==> src/rtl/wb_pipe_stage.sv <==
// MEM/WB pipeline register with late-bus forwarding, a retire counter and a stall watchdog.
// Flow commands come from the hazard unit; the stage holds at most one entry.
//
// flag state   | meaning
// -------------+-------------------------------------------------------------
// FLAG_WORK    | last edge loaded the stage; late_o forwards late_i
// FLAG_STOP    | stage is stalled; late_o replays the captured late value
// FLAG_REFRESH | stage was flushed or reset; late_o reads zero
module wb_pipe_stage #(
   parameter int DATA_W    = 146,
   parameter int LATE_W    = 32,
   parameter int CNT_W     = 64,
   parameter int STALL_MAX = 255
) (
   input  logic              clk,
   input  logic              rst_n,
   input  logic [1:0]        flow_i,
   input  logic              valid_i,
   input  logic [DATA_W-1:0] data_i,
   input  logic [LATE_W-1:0] late_i,
   input  logic              clr_cnt_i,
   output logic              valid_o,
   output logic [DATA_W-1:0] data_o,
   output logic [LATE_W-1:0] late_o,
   output logic [CNT_W-1:0]  retire_cnt_o,
   output logic              stall_timeout_o
);

   localparam int RUN_W = (STALL_MAX < 1) ? 1 : $clog2(STALL_MAX + 1);

   typedef enum logic [1:0] {
      FLAG_WORK    = 2'b00,
      FLAG_STOP    = 2'b01,
      FLAG_REFRESH = 2'b10
   } flag_t;

   flag_t             flag;
   logic [LATE_W-1:0] late_hold;
   logic [RUN_W-1:0]  stall_run;
   logic              is_work;
   logic              is_stop;

   assign is_work = (flow_i == 2'b00);
   assign is_stop = (flow_i == 2'b01);

   always_comb begin
      late_o = '0;
      case (flag)
         FLAG_WORK: late_o = late_i;
         FLAG_STOP: late_o = late_hold;
         default:   late_o = '0;
      endcase
   end

   // Payload, valid, flow flag and the late-value capture.
   always_ff @(posedge clk) begin
      if (!rst_n) begin
         valid_o   <= 1'b0;
         data_o    <= '0;
         flag      <= FLAG_REFRESH;
         late_hold <= '0;
      end else begin
         late_hold <= late_o;
         if (is_work) begin
            valid_o <= valid_i;
            data_o  <= data_i;
            flag    <= FLAG_WORK;
         end else if (is_stop) begin
            flag    <= FLAG_STOP;
         end else begin
            valid_o <= 1'b0;
            data_o  <= '0;
            flag    <= FLAG_REFRESH;
         end
      end
   end

   // Only a valid entry leaving through WORK retires; a REFRESH is a kill.
   always_ff @(posedge clk) begin
      if (!rst_n) begin
         retire_cnt_o <= '0;
      end else if (clr_cnt_i) begin
         retire_cnt_o <= '0;
      end else if (is_work && valid_o) begin
         retire_cnt_o <= retire_cnt_o + CNT_W'(1);
      end
   end

   // Timeout fires once, on the edge the saturating run counter reaches STALL_MAX.
   always_ff @(posedge clk) begin
      if (!rst_n) begin
         stall_run       <= '0;
         stall_timeout_o <= 1'b0;
      end else if (clr_cnt_i) begin
         stall_run       <= '0;
         stall_timeout_o <= 1'b0;
      end else if (is_stop) begin
         if (stall_run != RUN_W'(STALL_MAX))
            stall_run <= stall_run + RUN_W'(1);
         if (stall_run == RUN_W'(STALL_MAX - 1))
            stall_timeout_o <= 1'b1;
      end else begin
         stall_run <= '0;
      end
   end

endmodule

==> config.mk <==
export PLATFORM = sky130hd
export DESIGN_NAME = wb_pipe_stage
export DESIGN_NICKNAME = d
export VERILOG_FILES = /design/src/rtl/wb_pipe_stage.sv
export SDC_FILE = /design/constraint.sdc
export NUM_CORES = 1
export LEC_CHECK = 0
export ABC_AREA = 0
export BUFFER_PORTS_ARGS = -buffer_cell sky130_fd_sc_hd__buf_2
export CAP_MARGIN = 20
export CORE_AREA = 2 2 164 166
export DETAILED_ROUTE_END_ITERATION = 8
export DIE_AREA = 0 0 166 168
export GPL_TIMING_DRIVEN = 0
export PLACE_DENSITY = 0.75
export SETUP_SLACK_MARGIN = 0.5
export SYNTH_ARGS = -nofsm -noshare
export SYNTH_HDL_FRONTEND = slang
export SYNTH_SLANG_ARGS = --single-unit
==> constraint.sdc <==
create_clock -name clk -period 1.85 [get_ports clk]
set_input_delay 0.2775 -clock clk [delete_from_list [all_inputs] [get_ports clk]]
set_output_delay 0.2775 -clock clk [all_outputs]
set_load 0.05 [all_outputs]
==> results of run 1 <==
[cell type report]
| cell class | count | area share [%] |
|---|---|---|
| Antenna cell | 1 | 0.0128 |
| Inverter | 10 | 0.193 |
| Buffer | 60 | 2.14 |
| Clock inverter | 11 | 0.314 |
| Multi-Input combinational cell | 700 | 29.4 |
| Clock buffer | 41 | 4.32 |
| Tap cell | 341 | 2.19 |
| Timing Repair Buffer | 668 | 33.2 |
| Sequential cell | 254 | 28.2 |
[flip-flops by register name, indices dropped and copies added, names as in the netlist]
signal	count
data_o	146
retire_cnt_o	64
late_hold	32
stall_run	8
flag	2
stall_timeout_o	1
valid_o	1
[critical path, delay by kind of cell (launching register included)]
family	cells	cell delay (ns)
and+or+nand+nor	4	1.16
DFF	1	0.36
buffers and inverters	1	0.20
adders and majority gates	1	0.13
AOI/OAI and AO/OA	1	0.12
[repair_timing]
action,in CTS,in global routing
endpoints found under the hold margin,145,0
hold buffers,145,0
resized for setup,498,644
pin swaps,55,39
gates cloned,3,2
setup buffers,77,16
endpoints found under the setup margin,416,329
[cells in the mapped netlist, types with 2 or more instances]
library cell	instances	share of area (%)
nand3_1	27	1.4
or3_1	20	1.3
or4_1	10	0.76
nor2_1	229	8.7
nand2_1	20	0.76
clkbuf_1	36	1.4
nand4_1	25	1.6
o31ai_1	10	0.76
a21oi_1	31	1.6
or2_2	2	0.13
dfxtp_1	254	51
buf_1	17	0.64
nand2b_1	2	0.13
nand4b_1	4	0.35
nor3_1	10	0.51
a211oi_1	2	0.15
and2_1	33	2.1
a31oi_1	2	0.13
o21ai_0	18	0.91
buf_2	6	0.30
nor4_2	2	0.25
and3_1	10	0.63
xor2_1	19	1.7
ha_1	3	0.38
nor4_1	7	0.44
xnor2_1	20	1.8
mux2i_1	180	18
and4_1	6	0.53
inv_1	10	0.38
[worst min path at each step]
stage / start / to / slack, ns / cells past startpoint
after floorplan: rst_n / late_hold[0] / 0.40 / 1
after global placement: stall_timeout_o / stall_timeout_o / 0.45 / 2
after detailed placement: stall_timeout_o / stall_timeout_o / 0.47 / 2
after CTS: data_i[44] / data_o[44] / 0.0002 / 3
after global routing: flow_i[0] / flag[0] / 0.04 / 3
final: flow_i[0] / flag[0] / 0.03 / 3
[through the flow]
step / total power [mW] / setup WS (ns) / setup TNS [ns] / cell area, um2 / utilization, %
floorplan: 6.69 / -0.123 / -0.634 / 10500 / -
global placement: 7.13 / -0.516 / -34.65 / 13000 / 49.5
detailed placement: 7.16 / -0.543 / -34.59 / 13000 / 49.5
CTS: 13.0 / -0.186 / -5.01 / 17900 / 67.9
global route: 13.7 / -0.268 / -11.86 / 19500 / 74.0
finish: 13.4 / -0.204 / -7.51 / 19500 / 74.0
[power by group through the flow]
stage | Clock, mW | Sequential, mW | Combinational [mW]
after floorplan | 0 | 6.08 | 0.615
after global placement | 0 | 5.71 | 1.42
after detailed placement | 0 | 5.72 | 1.44
after CTS | 5.53 | 5.58 | 1.85
after global routing | 5.85 | 5.65 | 2.20
final | 5.61 | 5.64 | 2.14
[metal layers]
layer / up-vias / GRT usage (%) / wire length [um]
li1: 4941 / - / -
met1: 5547 / 29.2 / 16400
met2: 850 / 51.8 / 24800
met3: 302 / 5.55 / 3800
met4: 0 / 16.5 / 4220
met5: - / 0 / 0
[logic make-up after synthesis]
group           after synthesis  share of synthesized area, %
simple gates                414                          20.3
flops                       254                          51.4
mux                         180                          18.2
buf+inv                      70                          2.81
compound gates               63                          3.51
xor+xnor                     39                          3.45
fa+ha+maj                     3                         0.379
==> results.sh, run 1 <==
export IMPL_switching_share_pct=28.1
export IMPL_gp_congestion=0.868
export IMPL_rr_startpoint="retire_cnt_o[1]"
export IMPL_core_mm2=0.0264
export IMPL_grt_pass1_wl_mm=63.0
export IMPL_finalMaxSlewViolations=0
export IMPL_synth_seq_cells=254
export IMPL_finClkSkew_ns=0.0132
export IMPL_peakVddDrop_v=0.000792
export IMPL_finalHoldViolCount=0
export IMPL_violations="setup timing"
export IMPL_p_per_area_mw_per_mm2=687
export IMPL_path_cells="ha_4 > and4bb_4 > and4_4 > nand4_1 > buf_6 > or4_4 > a21oi_2"
export IMPL_drc=0
export IMPL_most_common_layout_cells="buf_6 (208), buf_2 (195), nor2_1 (194)"
export IMPL_areaGrowthSynthToFinish_pct=96.9
export IMPL_drtAntennaViolNets=0
export IMPL_holdWs_ns=0.0323
export IMPL_final_common_cell="buf_6"
export IMPL_vias_per_cell=5.58
export IMPL_seqCellArea_mm2=0.00551
export IMPL_cts_num_sinks=254
export IMPL_vias=11600
export IMPL_cp_start_kind="flop"
export IMPL_io_buffers=426
export IMPL_clockBufferDepth=3
export IMPL_ys_seq_area_share_pct=51.4
export IMPL_pwr_share_clk_pct=41.9
export IMPL_yosysWarnings=0
export IMPL_die_width_um=166
export IMPL_multi_input_area_mm2=0.00573
export IMPL_syn_nets=1210
export IMPL_slowest_stage="or4_4"
export IMPL_fin_nets=1909
export IMPL_rows=60
export IMPL_placed_cells=1790
export IMPL_crit_path_end_kind="flop"
export IMPL_p_int_mw=9.63
export IMPL_insertion_delay_ns=0.53
export IMPL_endpoint="retire_cnt_o[52]"
export IMPL_p_sw_mw=3.76
export IMPL_startpoint="retire_cnt_o[1]"
export IMPL_hold_class="primary input to flop"
export IMPL_maxCapViolCount=0
export IMPL_fin_crit_ns=2.05
export IMPL_critPathRequiredTime_ns=2.30
export IMPL_relSlewSlack_pct=37.5
export IMPL_cellLeakagePower_nw=8.32
export IMPL_status="finished, violations left"
export IMPL_synth_avg_cell_area_um2=9.68
export IMPL_path_class="flop to flop"
export IMPL_drt_iter0_drc=1113
export IMPL_die_y_um=168
export IMPL_dp_hpwl_mm=23.4
export IMPL_synth_edff_count=0
export IMPL_antenna_found_initial=1
export IMPL_io_pin_count=428
export IMPL_fin_crit_sh_pct=111
export IMPL_grt_use_total_pct=27.9
export IMPL_setup_ws_ns=-0.204
export IMPL_first_pass_iters=6
export IMPL_clk_pin_slew_ns=0.06
export IMPL_syn_area_mm2=0.00990
export IMPL_cts_tree="done"
export IMPL_grt_overflow_total=0
export IMPL_die_area_mm2=0.0279
export IMPL_combPwrFrac_pct=16.0
export IMPL_p_seq_share_pct=42.1
export IMPL_drive_above_1_share_pct=55.4
export IMPL_cp_slowest_stage_delay_ns=0.49
export IMPL_tightest_slew_ns=0.937
export IMPL_async_flop_share_pct=0
export IMPL_rr_endpoint="retire_cnt_o[52]"
export IMPL_grt_pass1_vias=11500
export IMPL_routedWlPerCell_um=23.6
export IMPL_cts_htree_levels=1
export IMPL_ys_types=37
export IMPL_routed_wl_mm=49.3
export IMPL_grt_max_degree=14
export IMPL_fill_cells=1467
export IMPL_worst_ep_arrival_time_ns=2.51
export IMPL_cts_root_buffer="clkbuf_16"
export IMPL_syn_inst=1023
export IMPL_initial_core_util_pct=37.6
export IMPL_rsz0062_at_grt="yes"
export IMPL_synth_top_flop_cell="dfxtp_1"
export IMPL_path_max_fanout=7
export IMPL_r2r_slack_ns=-0.20
export IMPL_setup_viol=74
export IMPL_numCtsBuffers=28
export IMPL_fin_cells=2086
export IMPL_fmax_mhz=487
export IMPL_reg2reg_depth=7
Note: power is estimated with default switching activity, not from simulation.
==> run 2: changes to the inputs <==
CORE_AREA = 2 2 169 171   (was 2 2 164 166)
DIE_AREA = 0 0 171 173   (was 0 0 166 168)
PLACE_DENSITY = 0.69   (was 0.75)
clock period = 2.1 ns   (was 1.85 ns; I/O delays follow)
==> run 2 against run 1 <==
  * The run now ends clean
  * Hold slack got worse by 0.013 ns
  * Sequential cell count did not move
  * Worst setup slack improved by 0.23 ns
  * Core utilization fell by 13 points
  * Clock power fell by 15%
  * Sequential power fell by 12%
  * First-iteration DRC count fell by 62%
  * Largest power group unchanged
  * Critical path depth did not move
==> results.sh, run 2 (synthesized netlist as in run 1, its figures left out) <==
export IMPL_tightest_slew_ns=0.904
export IMPL_drt_iter0_drc=421
export IMPL_switching_share_pct=26.5
export IMPL_status="finished clean"
export IMPL_grt_pass1_vias=10300
export IMPL_gp_congestion=0.844
export IMPL_initial_core_util_pct=35.8
export IMPL_most_common_layout_cells="buf_2 (389), nor2_1 (198), dfxtp_1 (195)"
export IMPL_reg_top3="data_o (146), retire_cnt_o (64), late_hold (32)"
export IMPL_die_y_um=173
export IMPL_die_width_um=171
export IMPL_routedWlPerCell_um=17.7
export IMPL_io_pin_count=428
export IMPL_fill_cells=2181
export IMPL_largest_register="data_o"
export IMPL_routed_wl_mm=36.3
export IMPL_die_area_mm2=0.0296
export IMPL_fin_cells=2053
export IMPL_cts_num_sinks=254
export IMPL_setup_viol=0
export IMPL_vias_per_cell=4.94
export IMPL_antenna_found_initial=2
export IMPL_path_max_fanout=9
export IMPL_slowest_stage="or4_4"
export IMPL_place_area_mm2=0.0130
export IMPL_grt_pass1_wl_mm=54.1
export IMPL_grt_max_degree=14
export IMPL_cts_tree="done"
export IMPL_p_sw_mw=3.00
export IMPL_io_buffers=426
export IMPL_finalHoldViolCount=0
export IMPL_maxCapViolCount=0
export IMPL_finClkSkew_ns=0.00788
export IMPL_final_area_mm2=0.0169
export IMPL_hold_class="primary input to flop"
export IMPL_placed_cells=1827
export IMPL_insertion_delay_ns=0.54
export IMPL_clockBufferDepth=3
export IMPL_pwr_share_clk_pct=42.0
export IMPL_grt_use_total_pct=22.8
export IMPL_fin_crit_ns=2.07
export IMPL_post_route_util_pct=61.2
export IMPL_cts_htree_levels=1
export IMPL_drc=0
export IMPL_clk_pin_slew_ns=0.06
export IMPL_critPathRequiredTime_ns=2.56
export IMPL_drtAntennaViolNets=0
export IMPL_drive_above_1_share_pct=45.5
export IMPL_cts_root_buffer="clkbuf_16"
export IMPL_final_common_cell="buf_2"
export IMPL_cp_start_kind="flop"
export IMPL_holdWs_ns=0.0190
export IMPL_path_class="flop to flop"
export IMPL_peakVddDrop_v=0.000659
export IMPL_combPwrFrac_pct=14.3
export IMPL_numCtsBuffers=28
export IMPL_rows=61
export IMPL_crit_top_cell="buf_6"
export IMPL_vias=10100
export IMPL_cellLeakagePower_nw=7.61
export IMPL_relSlewSlack_pct=39.8
export IMPL_p_int_mw=8.30
export IMPL_fin_nets=1839
export IMPL_first_pass_iters=5
export IMPL_dp_hpwl_mm=23.2
export IMPL_finalMaxSlewViolations=0
export IMPL_fmax_mhz=483
export IMPL_grt_overflow_total=0
export IMPL_largest_register_ffs=146
export IMPL_crit_path_end_kind="flop"
export IMPL_worst_ep_arrival_time_ns=2.53
export IMPL_p_seq_share_pct=43.7
export IMPL_core_mm2=0.0276
export IMPL_p_per_area_mw_per_mm2=668
export IMPL_fin_crit_sh_pct=98.5
export IMPL_rsz0062_at_grt="yes"
export IMPL_cp_slowest_stage_delay_ns=0.48
export IMPL_path_cells="and4_1 > buf_6 > and4_4 > nand4_1 > buf_6 > or4_4 > a21oi_2"
export IMPL_areaGrowthSynthToFinish_pct=70.8
## run 2: per-stage QoR
step	TNS (ns)	total power, mW	setup slack, ns
floorplan	0	5.89	0.126
global placement	-3.97	6.28	-0.317
detailed placement	-4.34	6.30	-0.341
CTS	0	11.3	0.00496
global route	-0.191	11.7	-0.0399
finish	0	11.3	0.0307
## run 2: what timing repair did
action | 4_1_cts | 5_1_grt
cloned | 5 | 1
hold buffers | 110 | 0
buffers inserted | 39 | 18
resized for setup | 186 | 131
pin swaps | 39 | 41
setup endpoints to repair | 89 | 200
hold endpoints to repair | 110 | 0
## run 2: power groups by stage
| stage | Combinational [mW] | Clock [mW] | Sequential, mW |
|---|---|---|---|
| after floorplan | 0.536 | 0 | 5.35 |
| after CTS | 1.56 | 4.82 | 4.94 |
| final | 1.61 | 4.75 | 4.94 |
| after global placement | 1.25 | 0 | 5.03 |
| after global routing | 1.70 | 5.03 | 4.95 |
| after detailed placement | 1.26 | 0 | 5.04 |
## run 2: final cells by class
cell class              instances  area, um2  area share [%]
multi-input cells             700       5650            33.4
flip-flops and latches        254       5270            31.1
repair buffers                598       4180            24.7
clock buffers                  43        848            5.02
well taps                     378        473            2.80
plain buffers                  60        412            2.43
clock inverters                 7       38.8           0.229
inverters                      10       37.5           0.222
diodes                          3       7.51          0.0444
## run 2: worst paths after layout
check	from	endpoint	slack, ns	cells after the start
min reg2reg	stall_timeout_o	stall_timeout_o	0.48	2
min	data_i[82]	data_o[82]	0.02	3
max	retire_cnt_o[11]	retire_cnt_o[52]	0.03	7
max reg2reg	retire_cnt_o[11]	retire_cnt_o[52]	0.03	7
## run 2: worst max-delay path, delay by kind of cell (launching register included)
kind	cells	cell delay, ns
AOI/OAI and AO/OA	1	0.14
DFF	1	0.39
and+or+nand+nor	4	1.11
buffers and inverters	2	0.35
## run 2: layer usage
| metal | wire, um | part of all wire, % | vias to the layer above | GRT usage, % |
|---|---|---|---|---|
| met2 | 18900 | 52 | 398 | 41.5 |
| met4 | 1940 | 5.3 | 0 | 12.6 |
| met1 | 13400 | 37 | 4834 | 24.5 |
| met5 | 0 | 0 | - | 0 |
| li1 | - | - | 4793 | - |
| met3 | 2130 | 5.9 | 112 | 4.33 |
==> run 3: changes to the inputs <==
ABC_AREA = 1   (was 0)
CORE_AREA = 2 2 166 168   (was 2 2 169 171)
DIE_AREA = 0 0 168 170   (was 0 0 171 173)
MAX_ROUTING_LAYER = met4   (was default)
PLACE_DENSITY = 0.72   (was 0.69)
==> run 3 against run 2 <==
  * Sequential share of layout area grew 2.4 points
  * Register-to-register slack gained 0.48 ns
  * Core utilization shrank 3.4 points
  * Die area shrank 3.5%
  * Synthesized cell count grew 18%
  * Clock-buffer cell count shrank 2
  * Sequential power grew 0.8%
  * Power shrank 3.0%
  * Clock power shrank 2%
  * Design area shrank 8.9%
  * Fmax grew 0.15%
  * Wire length grew 0.78%
==> results.sh, run 3 <==
export IMPL_status="finished clean"
export IMPL_reg_top3="data_o (146), retire_cnt_o (64), late_hold (32)"
export IMPL_clk_pin_slew_ns=0.06
export IMPL_gr_usage_met3_pct=6.14
export IMPL_dp_hpwl_mm=27.1
export IMPL_seqCellArea_mm2=0.00517
export IMPL_syn_area_mm2=0.0102
export IMPL_cp_slowest_stage_delay_ns=0.31
export IMPL_grt_use_total_pct=24.9
export IMPL_use_met2_pct=42.7
export IMPL_yosys_area_top_type="dfxtp_1"
export IMPL_finalPower_mw=11.0
export IMPL_hold_class="primary input to flop"
export IMPL_setup_viol=0
export IMPL_cts_htree_levels=1
export IMPL_synth_most_common_cell="dfxtp_1"
export IMPL_gp_congestion=0.953
export IMPL_synth_edff_count=0
export IMPL_grt_overflow_total=0
export IMPL_largest_register="data_o"
export IMPL_cts_tree="done"
export IMPL_path_buf_inv=3
export IMPL_grt_max_degree=14
export IMPL_routed_wl_mm=36.6
export IMPL_path_class="flop to primary output"
export IMPL_multi_input_area_mm2=0.00499
export IMPL_yosysWarnings=0
export IMPL_most_common_layout_cells="buf_2 (396), dfxtp_1 (195), inv_1 (168)"
export IMPL_cts_root_buffer="clkbuf_16"
export IMPL_fin_crit_sh_pct=98.4
export IMPL_path_max_fanout=8
export IMPL_antenna_found_initial=11
export IMPL_slowest_stage="dfxtp_2"
export IMPL_numCtsBuffers=28
export IMPL_startpoint="flag[0]"
export IMPL_place_area_mm2=0.0132
export IMPL_fin_nets=1906
export IMPL_synth_avg_cell_area_um2=8.43
export IMPL_peakVddDrop_v=0.000684
export IMPL_relSlewSlack_pct=46.6
export IMPL_syn_nets=1391
export IMPL_fill_cells=2318
export IMPL_finalHoldViolCount=0
export IMPL_finalMaxSlewViolations=0
export IMPL_ys_seq_area_share_pct=50.1
export IMPL_cts_num_sinks=254
export IMPL_drt_iter0_drc=755
export IMPL_die_area_mm2=0.0286
export IMPL_async_flop_share_pct=0
export IMPL_clockBufferDepth=3
export IMPL_die_y_um=170
export IMPL_largest_register_ffs=146
export IMPL_grtUsageMet1_pct=26.8
export IMPL_areaGrowthSynthToFinish_pct=51.7
export IMPL_cellLeakagePower_nw=6.57
export IMPL_final_area_mm2=0.0154
export IMPL_syn_inst=1204
export IMPL_synth_area_top_cells="dfxtp_1 (50%), a32o_1 (14%), nor2_1 (7.1%), inv_1 (6.3%), nand2_1 (6.2%)"
export IMPL_core_mm2=0.0267
export IMPL_fmax_mhz=484
export IMPL_grt_pass1_wl_mm=55.2
export IMPL_crit_path_end_kind="primary output"
export IMPL_io_buffers=427
export IMPL_routedWlPerCell_um=17.5
export IMPL_rsz0062_at_grt="yes"
export IMPL_ys_types=34
export IMPL_final_common_cell="buf_2"
export IMPL_path_cells="or2_4 > clkbuf_16 > clkbuf_16 > o22ai_4 > buf_6"
export IMPL_critPathRequiredTime_ns=1.78
export IMPL_vias=11000
export IMPL_cp_start_kind="flop"
export IMPL_busiest_layer="met2"
export IMPL_synth_top_flop_cell="dfxtp_1"
export IMPL_fin_crit_ns=2.07
export IMPL_insertion_delay_ns=0.54
export IMPL_grt_pass1_vias=10700
export IMPL_rows=60
export IMPL_drive_above_1_share_pct=40.6
export IMPL_p_per_area_mw_per_mm2=711
export IMPL_rr_startpoint="retire_cnt_o[0]"
export IMPL_first_pass_iters=7
export IMPL_min_delay_start="data_i[122]"
export IMPL_synth_common_cells="dfxtp_1 (254), nor2_1 (192), inv_1 (170)"
export IMPL_worst_ep_arrival_time_ns=1.75
export IMPL_synth_seq_cells=254
export IMPL_crit_top_cell="clkbuf_16"
export IMPL_io_pin_count=428
export IMPL_drc=0
export IMPL_vias_per_cell=5.24
export IMPL_die_width_um=168
export IMPL_maxCapViolCount=0
export IMPL_crit_family="buffers and inverters"
export IMPL_tightest_slew_ns=0.801
export IMPL_initial_core_util_pct=38.1
export IMPL_synth_top_cell_area_share_pct=50.1
export IMPL_finClkSkew_ns=0.00980
export IMPL_drtAntennaViolNets=0
## run 3: cell types whose count changed after synthesis, sizes merged, moves of 20 or more
cell / before / now
nor2: 229 / 204
mux2i: 180 / 0
o22ai: 0 / 32
nand2: 20 / 170
a32o: 0 / 147
or3: 20 / 0
inv: 10 / 173
and2: 34 / 4
## run 3: metrics by stage
step	setup slack (ns)	hold slack, ns	utilization [%]	setup TNS, ns	cells
6_report	0.0339	0.0203	57.8	0	2091
5_1_grt	-0.0340	0.00221	57.8	-0.568	2091
4_1_cts	-0.00560	0.000214	55.9	-0.00560	2067
3_5_place_dp	0.0395	0.448	49.7	0	1972
3_3_place_gp	0.0812	0.441	49.7	0	1972
2_1_floorplan	0.286	0.404	-	0	1204
## run 3: timing repair
item | CTS | global route
endpoints found under the setup margin | 56 | 84
hold buffers | 29 | 0
hold endpoints to repair | 29 | 0
gates cloned | 3 | 1
pin swaps | 18 | 38
gates resized for setup | 109 | 110
buffers inserted | 13 | 12
## run 3: worst paths after layout
path	endpoint	slack, ns	cells past startpoint
setup / recovery	late_o[6]	0.03	5
hold / removal	data_o[122]	0.02	2
setup reg to reg	retire_cnt_o[52]	0.51	10
hold reg to reg	data_o[96]	0.46	1
## run 3: power breakdown
group | switching (mW) | internal [mW] | total [mW]
Combinational | 0.878 | 0.455 | 1.33
Sequential | 0.0518 | 4.93 | 4.98
Clock | 1.96 | 2.69 | 4.65
## run 3: logic make-up after synthesis
family,share of synthesized area [%]
compound gates,19.2
xor+xnor,1.81
fa+ha+maj,0.370
buf+inv,8.94
flops,50.1
simple gates,19.6
## run 3: area by class of cell
| cell class | instances | share of cell area [%] |
|---|---|---|
| diodes | 11 | 0.179 |
| plain buffers | 64 | 2.31 |
| clock buffers | 41 | 5.07 |
| clock inverters | 9 | 0.496 |
| inverters | 173 | 4.23 |
| multi-input cells | 714 | 32.4 |
| flip-flops and latches | 254 | 33.6 |
| well taps | 341 | 2.77 |
| repair buffers | 484 | 19.0 |
## run 3: routing by layer
layer / vias up / share of wire, % / wire, um
li1: 5178 / - / -
met3: 128 / 8.1 / 2950
met4: 0 / 5.6 / 2060
met1: 5148 / 37 / 13500
met2: 513 / 49 / 18100
met5: - / 0 / 0
